--- src/rtl/dc_ipu_filter_pkg.sv ---
// Shared definitions for the IPU filter datapath: window dimension and window FSM states.
// Latency: n/a (types and constants only).
// Backpressure: n/a.
package dc_ipu_filter_pkg;

    localparam int MATRIX_DIM = 4;

    typedef enum logic {
        IDLE = 1'b0,
        RUN  = 1'b1
    } win_state_e;

endpackage

--- src/rtl/dc_ipu_texel_window_oreg.sv ---
// Output holding register for the texel window: valid flag plus texel and weight matrices.
// Latency: 1 cycle from load to out_valid.
// Backpressure: valid and data hold while out_valid && !out_ready; the caller only loads when the slot is free or draining.
// Ports: clk/clr (sync active-high), load + load_texel/load_weights in, out_ready in,
//        out_valid/texel_matrix/weights_matrix out.
module dc_ipu_texel_window_oreg
    import dc_ipu_filter_pkg::*;
#(
    parameter int COLOR_WIDTH  = 8,
    parameter int WEIGHT_WIDTH = 16
) (
    input  logic                           clk,
    input  logic                           clr,
    input  logic                           load,
    input  logic [COLOR_WIDTH-1:0]         load_texel     [0:MATRIX_DIM-1][0:MATRIX_DIM-1],
    input  logic signed [WEIGHT_WIDTH-1:0] load_weights   [0:MATRIX_DIM-1][0:MATRIX_DIM-1],
    input  logic                           out_ready,
    output logic                           out_valid,
    output logic [COLOR_WIDTH-1:0]         texel_matrix   [0:MATRIX_DIM-1][0:MATRIX_DIM-1],
    output logic signed [WEIGHT_WIDTH-1:0] weights_matrix [0:MATRIX_DIM-1][0:MATRIX_DIM-1]
);

    logic                           valid_q, valid_d;
    logic [COLOR_WIDTH-1:0]         texel_q   [0:MATRIX_DIM-1][0:MATRIX_DIM-1];
    logic [COLOR_WIDTH-1:0]         texel_d   [0:MATRIX_DIM-1][0:MATRIX_DIM-1];
    logic signed [WEIGHT_WIDTH-1:0] weights_q [0:MATRIX_DIM-1][0:MATRIX_DIM-1];
    logic signed [WEIGHT_WIDTH-1:0] weights_d [0:MATRIX_DIM-1][0:MATRIX_DIM-1];

    always_comb begin
        // A load always wins over a drain, giving back-to-back windows without a bubble.
        valid_d   = valid_q && !out_ready;
        texel_d   = texel_q;
        weights_d = weights_q;
        if (load) begin
            valid_d   = 1'b1;
            texel_d   = load_texel;
            weights_d = load_weights;
        end
    end

    always_ff @(posedge clk) begin
        if (clr) begin
            valid_q   <= 1'b0;
            texel_q   <= '{default: '0};
            weights_q <= '{default: '0};
        end else begin
            valid_q   <= valid_d;
            texel_q   <= texel_d;
            weights_q <= weights_d;
        end
    end

    assign out_valid      = valid_q;
    assign texel_matrix   = texel_q;
    assign weights_matrix = weights_q;

endmodule

--- src/rtl/dc_ipu_texel_window.sv ---
// Sliding 4x4 texel window builder: shifts in one vertical column per beat and emits the window plus its weights.
// Latency: 1 cycle from accepted beat to out_valid.
// Backpressure: in_ready = clr || !out_valid || out_ready; a stalled window holds and stalls the input.
// Ports: clk, clr (sync active-high), in_valid/in_ready/in_sol/in_column/in_weights,
//        out_valid/out_ready/texel_matrix/weights_matrix, err_no_sol (sticky until clr).
// Build option: DC_IPU_TEXEL_WINDOW_EDGE_CLAMP_EN replicates the first column of a line across the whole window.
module dc_ipu_texel_window
    import dc_ipu_filter_pkg::*;
#(
    parameter int COLOR_WIDTH  = 8,
    parameter int WEIGHT_WIDTH = 16
) (
    input  logic                           clk,
    input  logic                           clr,
    input  logic                           in_valid,
    output logic                           in_ready,
    input  logic                           in_sol,
    input  logic [COLOR_WIDTH-1:0]         in_column      [0:MATRIX_DIM-1],
    input  logic signed [WEIGHT_WIDTH-1:0] in_weights     [0:MATRIX_DIM-1][0:MATRIX_DIM-1],
    output logic                           out_valid,
    input  logic                           out_ready,
    output logic [COLOR_WIDTH-1:0]         texel_matrix   [0:MATRIX_DIM-1][0:MATRIX_DIM-1],
    output logic signed [WEIGHT_WIDTH-1:0] weights_matrix [0:MATRIX_DIM-1][0:MATRIX_DIM-1],
    output logic                           err_no_sol
);

`ifdef DC_IPU_TEXEL_WINDOW_EDGE_CLAMP_EN
    localparam bit EDGE_CLAMP = 1'b1;
`else
    localparam bit EDGE_CLAMP = 1'b0;
`endif

    win_state_e             state_q, state_d;
    logic                   err_no_sol_q, err_no_sol_d;
    logic                   beat_acc;
    logic                   load;
    logic [COLOR_WIDTH-1:0] win_nxt [0:MATRIX_DIM-1][0:MATRIX_DIM-1];

    // clr forces ready so an upstream beat presented during clr is consumed and dropped.
    assign in_ready = clr || !out_valid || out_ready;
    assign beat_acc = in_valid && in_ready && !clr;

    // The output register doubles as the window store: shifting reads the last loaded window.
    always_comb begin
        state_d      = state_q;
        err_no_sol_d = err_no_sol_q;
        load         = 1'b0;
        win_nxt      = texel_matrix;
        if (beat_acc) begin
            if (in_sol) begin
                state_d = RUN;
                load    = 1'b1;
                for (int r = 0; r < MATRIX_DIM; r++) begin
                    for (int c = 0; c < MATRIX_DIM - 1; c++) begin
                        win_nxt[r][c] = EDGE_CLAMP ? in_column[r] : '0;
                    end
                    win_nxt[r][MATRIX_DIM-1] = in_column[r];
                end
            end else if (state_q == RUN) begin
                load = 1'b1;
                for (int r = 0; r < MATRIX_DIM; r++) begin
                    for (int c = 0; c < MATRIX_DIM - 1; c++) begin
                        win_nxt[r][c] = texel_matrix[r][c+1];
                    end
                    win_nxt[r][MATRIX_DIM-1] = in_column[r];
                end
            end else begin
                // Column arrived with no open line: drop it and flag.
                err_no_sol_d = 1'b1;
            end
        end
    end

    always_ff @(posedge clk) begin
        if (clr) begin
            state_q      <= IDLE;
            err_no_sol_q <= 1'b0;
        end else begin
            state_q      <= state_d;
            err_no_sol_q <= err_no_sol_d;
        end
    end

    assign err_no_sol = err_no_sol_q;

    dc_ipu_texel_window_oreg #(
        .COLOR_WIDTH  (COLOR_WIDTH),
        .WEIGHT_WIDTH (WEIGHT_WIDTH)
    ) u_oreg (
        .clk            (clk),
        .clr            (clr),
        .load           (load),
        .load_texel     (win_nxt),
        .load_weights   (in_weights),
        .out_ready      (out_ready),
        .out_valid      (out_valid),
        .texel_matrix   (texel_matrix),
        .weights_matrix (weights_matrix)
    );

endmodule

--- config.mk ---
export PLATFORM = sky130hd
export DESIGN_NAME = dc_ipu_texel_window
export DESIGN_NICKNAME = d
export VERILOG_FILES = /design/src/rtl/dc_ipu_filter_pkg.sv /design/src/rtl/dc_ipu_texel_window_oreg.sv /design/src/rtl/dc_ipu_texel_window.sv
export SDC_FILE = /design/constraint.sdc
export NUM_CORES = 1
export LEC_CHECK = 0
export CAP_MARGIN = 30
export CORE_AREA = 2 2 263 265
export DETAILED_ROUTE_END_ITERATION = 6
export DIE_AREA = 0 0 265 267
export HOLD_SLACK_MARGIN = 0.05
export PLACE_DENSITY = 0.59
export SLEW_MARGIN = 15
export SYNTH_ARGS = -nofsm -noshare
export SYNTH_HDL_FRONTEND = slang
export SYNTH_SLANG_ARGS = --single-unit
--- constraint.sdc ---
create_clock -name clk -period 4.5 [get_ports clk]
set_clock_uncertainty 0.1 [all_clocks]
set_input_delay 0.9 -clock clk [delete_from_list [all_inputs] [get_ports clk]]
set_output_delay 0.9 -clock clk [all_outputs]
set_load 0.02 [all_outputs]
# [Yosys cells after proc, flatten, opt, wreduce, memory -nomap -nowiden]
# Index checks and enable logic that the tools add are counted.
[totals] ff_bits=387 latchBits=0 ram_bits=0 romBits=0 in_bits=293 out_inout_bits=387 wordCells=55 mem_count=0
[op_classes] addsub=0 n_mul=0 div=0 order_cmp=0 n_eq_ne=0 shift=0 n_mux=6 n_bitwise=2 n_reduce_logical=12
[ops] operator="$mux W128" count=2
[ops] operator="$reduce_and A3 Y1" count=2
[ops] operator="$mux W1" count=4
[ops] operator="$logic_and A1 B1 Y1" count=3
[ops] operator="$logic_not A1 Y1" count=3
[ops] operator="$logic_or A1 B1 Y1" count=2
[ops] operator="$not A1 Y1" count=2
[ops] operator="$reduce_and A2 Y1" count=1
[ops] operator="$reduce_bool A2 Y1" count=1

# [Depth between registers and ports, before layout]
# Gate-level depths: netlist of the first run.
[depth] ltp_word=7 depth_mapped=8 ltp_nobuf=3

# [By module]
# From an unflattened synthesis of the first run, not the netlist that was laid out.
[unflattened] cells_unflattened=1724 area_unflattened_um2=16948.8
[modules_own_cells] mod="dc_ipu_texel_window_oreg" instances=1 cells_each=1242 area_each_um2=13942.1 seq_area_each_um2=7707.4
[modules_own_cells] mod="dc_ipu_texel_window" instances=1 cells_each=482 area_each_um2=3006.6 seq_area_each_um2=40.0

# [Least setup slack after synthesis of the first run]
# No wires, ideal clock.
[synth_path] path_kind="input-to-output" start="input port clr" end="output port in_ready" arrival_time_ns=1.648 required_time_ns=3.500 slack_ns=1.852 path_stages=4 path_buffers=2 cell_sequence="clkinv_1 clkbuf_1 clkbuf_1 nand2_1"
[synth_between] elab_chain_len=2
[synth_rtl] item="start: declaration" line_no="dc_ipu_texel_window.sv:14" source="input logic clr,"
[synth_rtl] item="$logic_or A1 B1 Y1 (2 in series)" line_no="dc_ipu_texel_window.sv:40" source="assign in_ready = clr || !out_valid || out_ready;"
[synth_rtl] item="end: declaration" line_no="dc_ipu_texel_window.sv:16" source="output logic in_ready,"
# No other way between the ends.

# [Worst setup path after layout of the first run]
# Ends and elaborated chain as after synthesis.

==> results of run 1 <==
[synth_stat cells]
cell type and number:
a21oi_1 1, nor2_1 2, clkbuf_1 192, o21ai_0 144, dfxtp_1 387, inv_1 289, nand2_1 2, nor2b_1 1
inv_2 1, a31oi_1 1, o311ai_0 384, buf_6 30, clkinv_1 1, nand2b_1 97, or4_4 1, o21ai_1 240
[cells in the final DEF (no fill, tap or decap), drive strengths merged]
cell / instances
nand2b: 97
a31oi: 1
bufinv: 1
clkbuf: 69
or4: 1
buf: 25
o311ai: 384
clkinv: 9
nor2: 2
nor2b: 1
diode: 1
nand2: 2
clkdlybuf4s50: 678
inv: 295
a21oi: 1
o21ai: 384
dfxtp: 387
[metal layers]
| metal | vias up | part of all wire, % |
|---|---|---|
| li1 | 7567 | - |
| met1 | 7649 | 41 |
| met2 | 644 | 48 |
| met3 | 132 | 7.3 |
| met4 | 8 | 3.8 |
| met5 | - | 0.087 |
[sequential cells by signal (all words and copies together), names as in the netlist]
| signal | count |
|---|---|
| err_no_sol | 1 |
| u_oreg.weights_matrix | 256 |
| state_q | 1 |
| u_oreg.texel_matrix | 128 |
| u_oreg.out_valid | 1 |
[worst max-delay path: stages]
cell and delay [ns]:
clkdlybuf4s50_1 0.63, inv_8 0.11, nand2_1 0.11, clkdlybuf4s50_1 0.61
[power by group through the flow]
stage | Sequential (uW) | Combinational [uW] | Clock [uW]
2_1_floorplan | 3940 | 392 | 0
3_3_place_gp | 3750 | 1300 | 0
3_5_place_dp | 3750 | 1320 | 0
4_1_cts | 3680 | 1320 | 3740
5_1_grt | 3700 | 1410 | 3870
6_report | 3680 | 1320 | 3620
[through the flow]
step,setup slack [ns],instance area (sq um),std cells
finish,1.140,24460,3220
global route,1.072,24460,3220
floorplan,1.852,15830,1773
CTS,1.142,24430,3218
detailed placement,0.9545,22990,3135
global placement,1.038,22990,3135
[final timing paths]
check                     startpoint                        end  cells after the start
max                              clr                   in_ready                      4
min          u_oreg.texel_matrix[47]    u_oreg.texel_matrix[55]                      2
max reg2reg         u_oreg.out_valid  u_oreg.weights_matrix[61]                      5
min reg2reg  u_oreg.texel_matrix[47]    u_oreg.texel_matrix[55]                      2
[final cells by class]
cell class                 count  area [sq um]  share of cell area, %
multi-input combinational    873          5951                  24.32
inverter                     291          1107                  4.526
timing repair buffer         703          7104                  29.04
clock buffer                  69          1326                  5.421
sequential                   387          7747                  31.67
tap                          882          1104                  4.511
antenna                        1         2.502                0.01023
clock inverter                14         121.4                 0.4961
[kinds of logic (layout without fill, tap and decap cells)]
logic type | after synthesis | after routing | share of synthesized area (%)
AOI/OAI and AO/OA | 770 | 770 | 33.45
buffers and inverters | 513 | 1077 | 13.58
other | 0 | 1 | 0
and+or+nand+nor | 103 | 103 | 4.038
DFF | 387 | 387 | 48.93
==> reports/metrics.csv, run 1 <==
stage,metric,value,unit
synth,Syn Inst Count,1773,
worst_setup_path,worst-path maximum fanout,19,
synth,Unique masters post-synth,16,
grt,GRT Total Usage,16.15,%
grt,grt total ovfl,0,
power_and_ir_drop,Switching Share,27.03,%
clock_network,CTS tree,done,
timing,Fin Setup TNS,0,ns
clock_network,htree depth,2,
status,violated checks,slew limit,
timing,Tightest Pin Transition,1.678,ns
synth,Synth warnings,0,
timing,RSZ-0062 raised after global routing,no,
clock_network,Post-CTS Resized,0,
place,IO buf count,679,
timing,time the worst path needs with I/O delays and setup,3.360,ns
worst_setup_path,Critical Path AT,2.36,ns
synth,sequential share of the synthesized area,48.93,%
route,Routed WL,61150,um
route,DR vias/cell,4.969,
route,length of the first detailed-routing pass in iterations,5,
synth,post-synth top area share,48.93,%
synth,Yosys reg bits,387,
timing,Fin. Hold Viols,0,
timing,f_max,0.2976,GHz
floorplan,row count,96,
power_and_ir_drop,sequential cell fraction of total power,42.7,%
final_layout,Final Util,35.98,%
route,via count,16000,
synth,Syn Nets,2066,
power_and_ir_drop,Int Power,6292,uW
clock_network,CTS Buf Count,45,
grt,met1 Track Usage GR,20.08,%
worst_setup_path,Crit path required time,3.50,ns
route,post-route antenna net violation count,0,
clock_network,Clock transition at path regs,0.06,ns
final_layout,Area growth syn-to-layout,54.50,%
floorplan,I/O Pins,680,
grt,GRT Max-Usage Layer,met2,
timing,count of final setup violators,0,
worst_setup_path,CP endpoint kind,output pin,
power_and_ir_drop,Total Power,8623,uW
route,Routed WL per cell,18.99,um
place,routability cong.,0.8221,
synth,cell taking the most area after synthesis,dfxtp_1,
route,Initial DRC Count,997,
final_layout,layout cells sized above 1,4.279,%
route,Post-route DRC,0,
worst_setup_path,Crit Path Category,primary input to output pin,
floorplan,Die Wd,265,um
place,DP HPWL,39660,um
power_and_ir_drop,Comb power frac,15.3,%
final_layout,FILL cells,6846,
power_and_ir_drop,maximum vdd drop,243.9,uV
grt,GR Util met2,26.32,%
final_layout,Total Nets Final,2594,
grt,global-route wire length before repair,92490,um
grt,largest net degree at the start of global routing,239,
synth,synth top area cells,"dfxtp_1, o311ai_0, o21ai_1",
clock_network,CTS Root Cell,clkbuf_16,
worst_setup_path,Setup crit start kind,primary input,
clock_network,hold-fix buffers at CTS,0,
timing,worst hold margin,0.3761,ns
clock_network,clk_lat worst skew,0.57,ns
floorplan,core region area,67990,sq um
hold_path,HP Class,flip-flop to flip-flop,
timing,final slew viol count,107,
synth,Syn Area/Cell,8.931,sq um
grt,met3 Use GR,4.336,%
clock_network,setup repair bufs after CTS,0,
timing,Slew headroom,-11.86,%
power_and_ir_drop,clock power share,42.0,%
clock_network,clock sink total,387,
clock_network,Max clock buf depth,3,
power_and_ir_drop,pwr dens,352.5,nW/um^2
grt,initial antenna violation count,6,
worst_setup_path,Worst R2R Setup Slack,1.91,ns
floorplan,initial core utilization,23.29,%
floorplan,Die Footprint,70760,sq um
status,status,"finished, violations left",
synth,Mapped Area,15830,sq um
power_and_ir_drop,P_leak,0.008987,uW
grt,vias in the first global route,15670,
floorplan,Vert. Die Dim,267,um
power_and_ir_drop,Switch Pwr,2331,uW
job,Max-Cap Viols,0,
timing,final worst path period share,74.66,%
Note: power is estimated with default switching activity, not from simulation.
==> run 2: changes to the inputs <==
--- a/config.mk
+++ b/config.mk
@@ -6,11 +6,11 @@
 export NUM_CORES = 1
 export LEC_CHECK = 0
 export CAP_MARGIN = 30
-export CORE_AREA = 2 2 263 265
+export CORE_AREA = 2 2 266 268
 export DETAILED_ROUTE_END_ITERATION = 6
-export DIE_AREA = 0 0 265 267
+export DIE_AREA = 0 0 268 270
 export HOLD_SLACK_MARGIN = 0.05
-export PLACE_DENSITY = 0.59
+export PLACE_DENSITY = 0.6
 export SLEW_MARGIN = 15
 export SYNTH_ARGS = -nofsm -noshare
 export SYNTH_HDL_FRONTEND = slang
==> constraint.sdc (replaced) <==
create_clock -name clk -period 2.9 [get_ports clk]
set_clock_uncertainty 0.1 [all_clocks]
set_input_delay 0.58 -clock clk [delete_from_list [all_inputs] [get_ports clk]]
set_output_delay 0.58 -clock clk [all_outputs]
set_load 0.02 [all_outputs]
==> run 2 against run 1 <==
Critical path type unchanged. The flow now finishes without violations. Utilization hardly changed. Critical endpoint unchanged. First-iteration DRC count decreased by 10%. Sequential share of layout area fell by 0.74 points. Highest routed layer unchanged. Largest cell class unchanged.
==> reports/metrics.csv, run 2 (synthesis results as in run 1) <==
stage,metric,value,unit
status,status,finished clean,
clock_network,CTS Buf Count,46,
power_and_ir_drop,Switching Share,25.57,%
power_and_ir_drop,clock power share,43.9,%
clock_network,Post-CTS Resized,0,
worst_setup_path,Setup crit start kind,primary input,
floorplan,I/O Pins,680,
place,routability cong.,0.8144,
timing,Tightest Pin Transition,1.108,ns
floorplan,initial core utilization,22.77,%
final_layout,max reg flops,256,
power_and_ir_drop,sequential cell fraction of total power,41.0,%
worst_setup_path,Crit path required time,2.22,ns
floorplan,core region area,69540,sq um
clock_network,setup repair bufs after CTS,0,
grt,global-route wire length before repair,95230,um
power_and_ir_drop,Switch Pwr,3569,uW
floorplan,row count,97,
timing,final slew viol count,0,
route,Routed WL per cell,19.12,um
clock_network,htree depth,2,
timing,worst hold margin,0.3704,ns
grt,GRT Total Usage,16.48,%
power_and_ir_drop,maximum vdd drop,404.5,uV
final_layout,most frequent cells in the layout,"clkdlybuf4s50_1, dfxtp_1, o311ai_0, inv_1, o21ai_1",
timing,count of final setup violators,0,
timing,Slew headroom,26.13,%
grt,initial antenna violation count,2,
floorplan,Die Wd,268,um
final_layout,Area growth syn-to-layout,58.22,%
worst_setup_path,Crit Path Category,primary input to output pin,
place,placed inst area,23440,sq um
final_layout,FILL cells,6965,
power_and_ir_drop,P_leak,0.009237,uW
power_and_ir_drop,pwr dens,557.2,nW/um^2
route,DR vias/cell,4.869,
timing,time the worst path needs with I/O delays and setup,2.769,ns
floorplan,Vert. Die Dim,270,um
final_layout,layout cells sized above 1,5.455,%
clock_network,CTS tree,done,
worst_setup_path,CP endpoint kind,output pin,
clock_network,Max clock buf depth,3,
timing,final worst path period share,95.49,%
final_layout,Total Nets Final,2625,
clock_network,CTS Root Cell,clkbuf_16,
route,Routed WL,63240,um
power_and_ir_drop,Comb power frac,15.1,%
clock_network,clock sink total,387,
worst_setup_path,worst-path maximum fanout,4,
timing,Fin Setup TNS,0,ns
route,via count,16100,
floorplan,Die Footprint,72360,sq um
worst_setup_path,Critical Path AT,2.09,ns
grt,vias in the first global route,15710,
clock_network,Clock transition at path regs,0.05,ns
clock_network,clk_lat worst skew,0.56,ns
final_layout,"most common cell after layout, fill and taps aside",clkdlybuf4s50_1,
hold_path,HP Class,flip-flop to flip-flop,
route,length of the first detailed-routing pass in iterations,5,
timing,RSZ-0062 raised after global routing,no,
timing,f_max,0.3611,GHz
place,DP HPWL,43460,um
route,Post-route DRC,0,
grt,largest net degree at the start of global routing,192,
power_and_ir_drop,Int Power,10390,uW
clock_network,hold-fix buffers at CTS,0,
timing,Fin. Hold Viols,0,
grt,grt total ovfl,0,
route,post-route antenna net violation count,0,
place,IO buf count,679,
job,Max-Cap Viols,0,
final_layout,Finished Cell Area,25050,sq um
route,Initial DRC Count,893,
## run 2: worst max-delay path, cell delays in order
cell	delay (ns)
clkdlybuf4s50_1	0.74
inv_8	0.04
nand2_1	0.11
clkdlybuf4s50_1	0.61
## run 2: power by group through the flow
stage	registers, uW	clock network, uW	logic [uW]
detailed placement	5830	0	2110
finish	5720	6130	2110
global placement	5820	0	2090
floorplan	6110	0	608
CTS	5720	6300	2120
global route	5750	6520	2250
## run 2: layout make-up
cell class                 instances  area, sq um  area share [%]
sequential                       387         7747           30.92
timing repair buffer             733         7460           29.78
multi-input combinational        873         5951           23.75
clock buffer                      70         1395           5.569
tap                              940         1176           4.695
inverter                         291         1107           4.420
clock inverter                    11        211.5          0.8440
antenna                            2        5.005         0.01998
## run 2: layer usage
metal  GRT usage [%]  part of all wire [%]  vias to the layer above
met5               0                 0.021                        -
met4           6.880                   4.1                        2
met3           4.495                   7.7                      120
met2           27.06                    47                      635
met1           20.21                    41                     7732
li1                -                     -                     7612
## run 2: final timing paths
path / from / endpoint / slack (ns) / depth (start not counted)
max: clr / in_ready / 0.13 / 4
min: err_no_sol / err_no_sol / 0.37 / 2
max reg2reg: u_oreg.out_valid / u_oreg.weights_matrix[254] / 0.85 / 4
min reg2reg: err_no_sol / err_no_sol / 0.37 / 2
## run 2: through the flow
step	total power (uW)	cells	util (%)	setup slack [ns]
6_report	13960	3307	36.02	0.1309
5_1_grt	14510	3306	36.02	0.08004
4_1_cts	14140	3305	36.02	0.1123
3_5_place_dp	7944	3224	33.71	0.1109
3_3_place_gp	7908	3224	33.71	0.1262
2_1_floorplan	6719	1773	-	0.8924
==> run 3: changes to the inputs <==
--- a/config.mk
+++ b/config.mk
@@ -11,7 +11,6 @@
 export DIE_AREA = 0 0 268 270
 export HOLD_SLACK_MARGIN = 0.05
 export PLACE_DENSITY = 0.6
-export SLEW_MARGIN = 15
 export SYNTH_ARGS = -nofsm -noshare
 export SYNTH_HDL_FRONTEND = slang
 export SYNTH_SLANG_ARGS = --single-unit
==> results of run 3 <==
Same layout as run 2: the final DEF is identical, and so are final timing and power.
==> RTL edit, RTL diff (config.mk and constraints of run 3) <==
Add a define of `DC_IPU_TEXEL_WINDOW_EDGE_CLAMP_EN`.
--- a/src/rtl/dc_ipu_texel_window.sv
+++ b/src/rtl/dc_ipu_texel_window.sv
@@ -5,4 +5,6 @@
 //        out_valid/out_ready/texel_matrix/weights_matrix, err_no_sol (sticky until clr).
 // Build option: DC_IPU_TEXEL_WINDOW_EDGE_CLAMP_EN replicates the first column of a line across the whole window.
+`define DC_IPU_TEXEL_WINDOW_EDGE_CLAMP_EN
+
 module dc_ipu_texel_window
     import dc_ipu_filter_pkg::*;
Function: changed (Yosys sat finds a counterexample within 4 cycles, from zero or initial values).
==> RTL edit against run 3 <==
  * Critical path type unchanged
  * Sequential share of layout area shrank 0.41 points
  * Via count decreased by 19%
  * Cell area increased by 1.3%
  * Sequential cell count is the same
  * Hold slack lost 0.21 ns
  * Wire length decreased by 10%
  * Worst setup slack improved by 0.062 ns
  * Total power up 3.7%
  * Synthesized area grew 2.0%
  * Largest power group is now sequential cells
  * Register-to-register slack gained 0.03 ns
==> RTL edit: results (changes against run 3) <==
| Metric | Value |
|---|---|
| Clock Pin Slew Worst Setup and Hold Paths | `0.06 ns` |
| Ys async rst share | `0% (unchanged)` |
| Worst-case clock buffer depth | `3 (unchanged)` |
| WL/cell | `18.9 µm (-1.1%)` |
| First-pass GRT wire length | `84,100 µm (-12%)` |
| Initial antenna violation count | `2 (unchanged)` |
| Vias/cell | `4.33 (-11%)` |
| Root buf cell | `clkbuf_16` |
| Synth area leaders | `dfxtp_1 48%, mux2_2 13%, nor2b_1 11%` |
| Final GP Congestion | `0.829 (+1.8%)` |
| Nets | `2,308 (-12%)` |
| Detailed Place HPWL | `40,800 µm (-6.2%)` |
| Sequential area share after synthesis | `48.0% (-0.95 points)` |
| Worst skew pair latency | `0.56 ns (about the same)` |
| Main flop type after synthesis | `dfxtp_1` |
| Most instantiated cells after synthesis | `387 x dfxtp_1, 288 x nor2b_1, 190 x mux2_2, 98 x mux2_4, 97 x a31oi_1` |
| VDD IR-drop max | `512 µV (+27%)` |
| Worst Path Max Fanout | `3 (-1)` |
| Placed instance area | `23,900 µm² (+1.8%)` |
| Share of cells above drive strength 1 | `19.2% (+14 points)` |
| Layout fillers | `6,816 (-2.1%)` |
| Synth cell types | `21 (+5)` |
| TritonCTS buffer count | `46 (unchanged)` |
| Drt first pass iters | `4 (-1)` |
| Worst Hold Class | `input port to flop` |
| Port Buffers | `679 (unchanged)` |
| Worst slew margin | `34.0% (+7.9 points)` |
| Lkg Pwr | `9.97 nW (+7.9%)` |
| Yosys warnings | `0 (unchanged)` |
| Post-CTS Setup Inserts | `0 (unchanged)` |
| Initial DRC Count | `681 (-24%)` |
| Total number of H-tree levels | `2 (unchanged)` |
| Pin count of the biggest net entering global routing | `113 (-41%)` |
| Vias in the first global route | `13,700 (-13%)` |
| Gates resized, CTS repair | `0 (unchanged)` |
| Total GRT Usage | `15.0% (-1.5 points)` |
| Met2 usage | `26.3% (-0.80 points)` |
| Outcome | `complete, no violations` |
| Met1 Use GR | `16.4% (-3.8 points)` |
| Number of flip-flops in the largest register | `256 (unchanged)` |
| Met3 Use GR | `5.11% (+0.62 points)` |
| Syn nets | `1,685 (-18%)` |
| CP arrival | `2.03 ns (-0.06 ns)` |
RTL edit: per-layer routing:
layer / wire [µm] / vias up / share of wire, %
met1: 21600 / 6265 / 38
met4: 2050 / 0 / 3.6
met2: 28200 / 432 / 50
li1: - / 6166 / -
met3: 4770 / 103 / 8.4
met5: 0 / - / 0
RTL edit: cell families after synthesis:
logic type | count (synthesis) | synth area share, %
simple gates | 295 | 11.4
compound gates | 195 | 8.31
flops | 387 | 48.0
mux | 384 | 28.3
buf+inv | 131 | 3.98
RTL edit: critical path, stage by stage:
cell and delay, ns:
clkdlybuf4s50_1 0.41, nand2b_4 0.18, or2_2 0.31, clkdlybuf4s50_1 0.56
RTL edit: area by class of cell:
class | count | area share (%)
tap | 940 | 4.63
clock inverter | 19 | 0.877
timing repair buffer | 705 | 28.2
multi-input combinational | 874 | 30.7
sequential | 387 | 30.5
clock buffer | 66 | 5.11
inverter | 1 | 0.0148
antenna | 2 | 0.0197
RTL edit: stage by stage:
stage                     total power [mW]  hold WS (ns)  setup WS [ns]  instances  util, %
after global routing                  15.1         0.141          0.167       2994     36.5
after global placement                8.72         0.387          0.190       2907     34.3
after CTS                             14.7         0.116          0.182       2992     36.5
after floorplan                       7.33         0.340          0.600       1392        -
final                                 14.5         0.159          0.193       2994     36.5
after detailed placement              8.77         0.372          0.186       2907     34.3
RTL edit: path summary, 6_finish.rpt:
check	from	to	slack [ns]	depth (start not counted)
setup / recovery	out_ready	in_ready	0.19	4
hold / removal	clr	u_oreg.texel_matrix[74]	0.16	2
setup reg to reg	state_q	u_oreg.texel_matrix[110]	0.88	5
hold reg to reg	state_q	state_q	0.40	2
RTL edit: report_power, final:
part	switching, mW	internal (mW)
clock network	2.36	3.47
registers	0.208	5.68
logic	1.25	1.50
